`src/rtl/soc_or1k_wb_pkg.sv`:
```
// Shared types for the soc_or1k_wb subsystem: arbiter state, Wishbone CTI codes
// and the bundled master request carried through the arbiter mux.
package soc_or1k_wb_pkg;

    localparam int WB_AW = 32;
    localparam int WB_DW = 32;
    localparam int WB_SW = WB_DW / 8;

    // One-hot encoding so the state register doubles as the grant vector.
    typedef enum logic [1:0] {
        IDLE = 2'b00,
        GNT0 = 2'b01,
        GNT1 = 2'b10
    } arb_state_e;

    localparam logic [2:0] CTI_CLASSIC = 3'b000;
    localparam logic [2:0] CTI_INCR    = 3'b010;
    localparam logic [2:0] CTI_EOB     = 3'b111;

    typedef struct packed {
        logic             cyc;
        logic             stb;
        logic             we;
        logic [WB_AW-1:0] adr;
        logic [WB_DW-1:0] dat;
        logic [WB_SW-1:0] sel;
        logic [2:0]       cti;
        logic [1:0]       bte;
    } wb_req_t;

endpackage

```
`src/rtl/soc_or1k_wb_arb_watchdog.sv`:
```
// Stall watchdog: counts strobe cycles without a slave termination and flags a
// timeout on the cycle the count reaches TIMEOUT-1.
module soc_or1k_wb_arb_watchdog #(
    parameter int TIMEOUT = 1024
) (
    input  logic i_clk,
    input  logic i_rst,
    input  logic i_stb,
    input  logic i_term,
    input  logic i_clear,
    output logic o_timeout
);

    localparam int CW = (TIMEOUT > 2) ? $clog2(TIMEOUT) : 1;

    logic [CW-1:0] r_count;

    assign o_timeout = i_stb && (r_count == CW'(TIMEOUT - 1));

    // The count restarts after every timeout so a master that keeps cyc high
    // gets a fresh window rather than a stuck error.
    always_ff @(posedge i_clk) begin
        if (i_rst || !i_stb || i_term || i_clear || o_timeout) begin
            r_count <= '0;
        end else begin
            r_count <= r_count + 1'b1;
        end
    end

endmodule

```
`src/rtl/soc_or1k_wb_arbiter.sv`:
```
// Two-master round-robin Wishbone B3 arbiter holding ownership for a whole cyc.
// Optional stall watchdog enabled by defining SOC_OR1K_WB_ARB_TIMEOUT_EN.
module soc_or1k_wb_arbiter
    import soc_or1k_wb_pkg::*;
#(
    parameter int AW      = WB_AW,
    parameter int DW      = WB_DW,
    parameter int TIMEOUT = 1024
) (
    input  logic            wb_clk_i,
    input  logic            wb_rst_i,
    input  logic            m0_cyc_i,
    input  logic            m0_stb_i,
    input  logic            m0_we_i,
    input  logic [AW-1:0]   m0_adr_i,
    input  logic [DW-1:0]   m0_dat_i,
    input  logic [DW/8-1:0] m0_sel_i,
    input  logic [2:0]      m0_cti_i,
    input  logic [1:0]      m0_bte_i,
    output logic [DW-1:0]   m0_dat_o,
    output logic            m0_ack_o,
    output logic            m0_err_o,
    output logic            m0_rty_o,
    input  logic            m1_cyc_i,
    input  logic            m1_stb_i,
    input  logic            m1_we_i,
    input  logic [AW-1:0]   m1_adr_i,
    input  logic [DW-1:0]   m1_dat_i,
    input  logic [DW/8-1:0] m1_sel_i,
    input  logic [2:0]      m1_cti_i,
    input  logic [1:0]      m1_bte_i,
    output logic [DW-1:0]   m1_dat_o,
    output logic            m1_ack_o,
    output logic            m1_err_o,
    output logic            m1_rty_o,
    output logic            s_cyc_o,
    output logic            s_stb_o,
    output logic            s_we_o,
    output logic [AW-1:0]   s_adr_o,
    output logic [DW-1:0]   s_dat_o,
    output logic [DW/8-1:0] s_sel_o,
    output logic [2:0]      s_cti_o,
    output logic [1:0]      s_bte_o,
    input  logic [DW-1:0]   s_dat_i,
    input  logic            s_ack_i,
    input  logic            s_err_i,
    input  logic            s_rty_i,
    output logic [1:0]      grant_o
);

    arb_state_e r_state, w_next;
    logic       r_last, w_last_next;   // previous owner: 0 = m0, 1 = m1
    wb_req_t    w_m0_req, w_m1_req, w_req;
    logic       w_own0, w_own1, w_timeout;

    // Requests are packed at the subsystem bus width and cast back out.
    assign w_m0_req = '{cyc: m0_cyc_i, stb: m0_stb_i, we: m0_we_i,
                        adr: WB_AW'(m0_adr_i), dat: WB_DW'(m0_dat_i),
                        sel: WB_SW'(m0_sel_i), cti: m0_cti_i, bte: m0_bte_i};
    assign w_m1_req = '{cyc: m1_cyc_i, stb: m1_stb_i, we: m1_we_i,
                        adr: WB_AW'(m1_adr_i), dat: WB_DW'(m1_dat_i),
                        sel: WB_SW'(m1_sel_i), cti: m1_cti_i, bte: m1_bte_i};

    always_ff @(posedge wb_clk_i) begin
        if (wb_rst_i) begin
            r_state <= IDLE;
            r_last  <= 1'b1;
        end else begin
            r_state <= w_next;
            r_last  <= w_last_next;
        end
    end

    // Release and the other master's request resolve in one step: no idle gap.
    always_comb begin
        w_next      = r_state;
        w_last_next = r_last;
        case (r_state)
            IDLE: begin
                if (m0_cyc_i && m1_cyc_i) w_next = r_last ? GNT0 : GNT1;
                else if (m0_cyc_i)        w_next = GNT0;
                else if (m1_cyc_i)        w_next = GNT1;
            end
            GNT0: begin
                if (!m0_cyc_i) begin
                    w_last_next = 1'b0;
                    w_next      = m1_cyc_i ? GNT1 : IDLE;
                end
            end
            GNT1: begin
                if (!m1_cyc_i) begin
                    w_last_next = 1'b1;
                    w_next      = m0_cyc_i ? GNT0 : IDLE;
                end
            end
            default: w_next = IDLE;
        endcase
    end

    always_comb begin
        w_req  = '0;
        w_own0 = 1'b0;
        w_own1 = 1'b0;
        case (r_state)
            GNT0: begin
                w_req  = w_m0_req;
                w_own0 = 1'b1;
            end
            GNT1: begin
                w_req  = w_m1_req;
                w_own1 = 1'b1;
            end
            default: ;
        endcase
    end

    assign grant_o  = r_state;

    assign s_cyc_o  = w_req.cyc & ~w_timeout;
    assign s_stb_o  = w_req.stb & ~w_timeout;
    assign s_we_o   = w_req.we;
    assign s_adr_o  = AW'(w_req.adr);
    assign s_dat_o  = DW'(w_req.dat);
    assign s_sel_o  = (DW/8)'(w_req.sel);
    assign s_cti_o  = w_req.cti;
    assign s_bte_o  = w_req.bte;

    assign m0_dat_o = s_dat_i;
    assign m1_dat_o = s_dat_i;
    assign m0_ack_o = w_own0 & s_ack_i;
    assign m1_ack_o = w_own1 & s_ack_i;
    assign m0_err_o = w_own0 & (s_err_i | w_timeout);
    assign m1_err_o = w_own1 & (s_err_i | w_timeout);
    assign m0_rty_o = w_own0 & s_rty_i;
    assign m1_rty_o = w_own1 & s_rty_i;

`ifdef SOC_OR1K_WB_ARB_TIMEOUT_EN
    soc_or1k_wb_arb_watchdog #(
        .TIMEOUT (TIMEOUT)
    ) u_watchdog (
        .i_clk     (wb_clk_i),
        .i_rst     (wb_rst_i),
        .i_stb     (w_req.stb),
        .i_term    (s_ack_i | s_err_i | s_rty_i),
        .i_clear   (w_next != r_state),
        .o_timeout (w_timeout)
    );
`else
    logic w_unused_cfg;
    assign w_unused_cfg = (TIMEOUT < 2);
    assign w_timeout    = 1'b0;
`endif

endmodule

```
`config.mk`:
```
export PLATFORM = sky130hd
export DESIGN_NAME = soc_or1k_wb_arbiter
export DESIGN_NICKNAME = d
export VERILOG_FILES = /design/src/rtl/soc_or1k_wb_pkg.sv /design/src/rtl/soc_or1k_wb_arb_watchdog.sv /design/src/rtl/soc_or1k_wb_arbiter.sv
export SDC_FILE = /design/constraint.sdc
export NUM_CORES = 1
export LEC_CHECK = 0
export ABC_CLOCK_PERIOD_IN_PS = 1700
export BUFFER_PORTS_ARGS = -buffer_cell sky130_fd_sc_hd__buf_2
export CAP_MARGIN = 30
export CORE_AREA = 2 2 129 131
export DETAILED_ROUTE_END_ITERATION = 7
export DIE_AREA = 0 0 131 133
export MAX_ROUTING_LAYER = met4
export PLACE_DENSITY_LB_ADDON = 0.12
export SLEW_MARGIN = 10
export SYNTH_ARGS = -nofsm -noshare
export SYNTH_HDL_FRONTEND = slang
export SYNTH_SLANG_ARGS = --single-unit
```
`constraint.sdc`:
```
create_clock -name wb_clk_i -period 1.7 [get_ports wb_clk_i]
set_input_delay 0.34 -clock wb_clk_i [delete_from_list [all_inputs] [get_ports wb_clk_i]]
set_output_delay 0.34 -clock wb_clk_i [all_outputs]
set_load 0.05 [all_outputs]
```
==> Word-level counts from Yosys, hierarchy flattened <==
Cells that the tools add are included.
{ "classes": {"bitwise_logic": 6, "n_reduce_logical": 5, "n_mux": 15, "n_eq_ne": 5} }
{ "ops": {"columns": ["op", "n"], "rows": [
  ["76-bit case mux with 2 select lines", 1],
  ["2-bit 2-to-1 mux", 7],
  ["1-bit bitwise AND", 6],
  ["2-bit case mux with 3 select lines", 1],
  ["3-bit AND reduction", 2],
  ["1-bit 2-to-1 mux", 5],
  ["2-bit inequality test (second input constant)", 2],
  ["4-bit inequality test (second input constant)", 1],
  ["2-bit by 1-bit == test with 1-bit output (second input constant)", 1],
  ["2-bit == test (second input constant)", 1],
  ["2-bit zero test", 1],
  ["1-bit case mux with 2 select lines", 1],
  ["2-bit nonzero test", 1],
  ["1-bit logical AND", 1]
]} }
{ "word_totals": {"input_bits": 189, "word_cells": 33, "output_inout_bits": 148, "regBits": 3} }

==> Logic depth before layout (Yosys ltp) <==
{ "logic_depth": {"ltp_word": 4, "depth_mapped": 7, "depth_no_buf": 6} }

==> Worst setup path before layout <==
Ideal clock, no wire load.
{ "synth_timing": {"kind": "register -> output", "from": "reg r_state[0] (netlist: grant_o[0])", "to": "out s_adr_o[0]", "n_path_buf": 2, "stages_incl_launch_ff": 6, "arrival_time_ps": 2293, "required_time_ps": 1360, "path_slack_ps": -933, "path_cell_list": "dfxtp_1 -> inv_1 -> ha_1 -> clkbuf_2 -> clkbuf_1 -> nor2b_1"} }
{ "synth_between": {"elab_chain_cells": 2, "elab_cells_between_ends": 3, "cone_classes": "eq/ne (2); mux (1)"} }
{ "synth_rtl": {"columns": ["item", "line_no", "text"], "rows": [
  ["from (decl)", "soc_or1k_wb_arbiter.sv:51", "arb_state_e r_state, w_next;"],
  ["from (signal assigned)", "soc_or1k_wb_arbiter.sv:69", "r_state <= w_next;"],
  ["2-bit == test or 2-bit by 1-bit == test with 1-bit output (tied branches)", "soc_or1k_wb_arbiter.sv:104", "case (r_state)"],
  ["76-bit case mux with 2 select lines (*)", "soc_or1k_wb_arbiter.sv:104", null],
  ["to (decl)", "soc_or1k_wb_arbiter.sv:39", "output logic [AW-1:0] s_adr_o,"]
]} }
Mark *: on every way between the ends. The rest lies on a longest branch, timed or not.

==> Worst setup path in the final report <==
{ "layout_timing": {"from": "reg r_state[0] (netlist: grant_o[0])", "to": "out s_cyc_o"} }
{ "layout_between": {"elab_chain_cells": 2, "elab_cells_between_ends": 3, "cone_classes": "eq/ne (2); mux (1)"} }
{ "layout_rtl": {"columns": ["item", "line_no", "text"], "rows": [
  ["2-bit == test or 2-bit by 1-bit == test with 1-bit output (tied branches)", "soc_or1k_wb_arbiter.sv:104", null],
  ["76-bit case mux with 2 select lines (*)", "soc_or1k_wb_arbiter.sv:104", null],
  ["to (decl)", "soc_or1k_wb_arbiter.sv:36", "output logic s_cyc_o,"]
]} }
Marked as above.

==> impl_metrics.toml <==
[setup_path]
cp-end-kind = "primary output"
cp.arrival_ns = 1.56
worst-path-max-fanout = 5
critPathLaunchType = "flip-flop"
required_ns = 1.36
critical_path_class = "reg -> out"

[clock_tree]
root_buffer = "clkbuf_16"
clk_pin_slew_ns = 0.03
cts_buffers = 3
cts.sinks = 3
cts_tree = "built"
h-tree-depth = 1
cts_buffer_depth = 2
clk_latency_ns = 0.22

[pwr]
p_switching_mw = 2.56
worst_ir_drop_vdd_v = 0.000503
leakage_nw = 1.92
p_per_area_nw_per_um2 = 1100
p_int_mw = 2.77
power_frac_seq = 0.022
pwr-share-clk = 0.071
p_comb_frac = 0.907
switching_share = 0.480

[placement]
globalplace.congestion = 0.732
dp.cells = 665
post-place-ws_ns = -0.0678
portBuffers = 240
hpwl_um = 7920

[layout]
area_growth_pct = 152
finish.utilization = 0.301
fin_nets = 654
multi_input_area_um2 = 2230
regArea_um2 = 67.6
fillers = 1656
final_common_cell = "buf_2"
layout-drive-gt1-share = 0.943
diodes = 0
final_cells = 679
final_cell_mix = "buf_2 (158), nor2b_4 (75), a22oi_2 (73)"

[synth]
syn_avg_cell_area_um2 = 7.02
synthFlopType = "dfxtp_1"
ys_seq_area_frac = 0.0311
async_reset_ff_frac = 0
synthesis.area_um2 = 1930
yosysWarnings = 0
synth_cell_type_count = 24
ys_ff_latch = 3
syn_nets = 469
synthesis.instances = 275
synth_enable_flop_cells = 0

[timing]
period_needed_ns = 1.90
rsz0062_at_grt = "yes"
timing.final.crit_share = 1.12
drv_slew = 0
hold_viol_final = 0
tightest_slew_ns = 0.299
fmax_mhz = 525
setup_ws_ns = -0.204
skew_ns = 0.00257
max_slew_margin = 0.800
setup_violations = 82

[detailed_routing]
vias_per_cell = 3.96
wirelength_um = 10400
routed-via-count = 2689
ant_nets = 0
drt_pre_antenna_iters = 4
drc_errors = 0
wl_per_cell_um = 15.4
drt_iter0_markers = 52

[die]
io_pins = 337
initial_core_util = 0.119
core_area_um2 = 16200
dieArea_um2 = 17400
rows = 47
die_w_um = 131
die-height_um = 133

[run_status]
outcome = "finished, violations left"
violations = "negative setup slack"

[global_route]
grt_overflow_total = 0
grt_pass1_wl_um = 14000
antenna_found_initial = 0
grt_max_degree = 39
grt_pass1_vias = 2740
grt_use_total = 0.105

[worst_hold_path]
hp-class = "in -> reg"

[flow_run]
maxCapViolations = 0
layer usage:
metal	wire [um]	global-route usage
met5	0	-
met3	947	0.0117
met1	3420	0.0991
met2	5780	0.210
met4	291	0.0396
cell families (layout without fill, tap and decap cells):
logic type / Yosys count / after routing / share of synthesized area
AND/OR/NAND/NOR: 91 / 91 / 0.292
AO/OA/AOI/OAI: 85 / 85 / 0.329
adder cells (fa/ha/maj): 5 / 5 / 0.0324
flip-flops: 3 / 3 / 0.0311
buffers and inverters: 91 / 275 / 0.315
state kept, by name, indices dropped and copies added (netlist names):
register	cells
grant_o	2
r_last	1
metrics by stage:
step | hold WS, ns | cell area, um2 | total power, mW | setup TNS, ns
after detailed placement | 0.516 | 3950 | 4.19 | -1.46
after global placement | 0.502 | 3950 | 4.18 | -0.612
final | 0.332 | 4860 | 5.33 | -11.87
after global routing | 0.339 | 4860 | 5.60 | -16.53
after CTS | 0.330 | 4640 | 5.05 | -12.90
after floorplan | 0.402 | 2840 | 3.65 | -2.74
power by group through the flow:
stage	registers (mW)	clock network, mW	logic [mW]
after floorplan	0.155	0	3.50
after global placement	0.116	0	4.06
after detailed placement	0.117	0	4.07
after CTS	0.118	0.387	4.54
after global routing	0.122	0.394	5.08
final	0.118	0.377	4.83
synthesized netlist by cell type, types with 2 or more instances:
cell type,count,area share
nor2b_1,76,0.25
a22oi_1,76,0.30
clkbuf_1,9,0.018
inv_1,2,0.0039
buf_2,14,0.036
o32ai_1,2,0.0091
a21oi_1,3,0.0078
nand2b_1,2,0.0065
dfxtp_1,3,0.031
ha_1,5,0.032
buf_4,64,0.25
nor2_1,2,0.0039
and2_1,6,0.019
timing repair:
action                                  CTS  global route
setup buffers                             4             2
pin swaps                                 6             3
endpoints found under the setup margin   81            82
gates resized for setup                 175            34
hold buffers                              0             0
cloned                                    0             4
worst paths after layout:
path / startpoint / endpoint / slack, ns / cells after the start
worst max register to register: grant_o[1]$_SDFFE_PP0P_ / grant_o[0]$_SDFFE_PP0P_ / 0.19 / 7
worst min-delay path: wb_rst_i / grant_o[0]$_SDFFE_PP0P_ / 0.33 / 2
worst min register to register: r_last$_SDFFE_PP1P_ / r_last$_SDFFE_PP1P_ / 0.52 / 2
worst max-delay path: grant_o[0]$_SDFFE_PP0P_ / s_cyc_o / -0.20 / 6
worst max-delay path: stages (launching register included):
cell and delay, ns:
dfxtp_4 0.38, inv_6 0.05, ha_4 0.27, buf_12 0.14, clkbuf_16 0.15, and2b_2 0.20, buf_8 0.15
area by class of cell:
cell class                 instances  area share
inverter                           2     0.00309
timing repair buffer             269       0.451
clock buffer                       4      0.0162
tap                              220      0.0566
sequential                         3      0.0139
multi-input combinational        181       0.459
No activity file was read; power rests on OpenSTA's default activity.
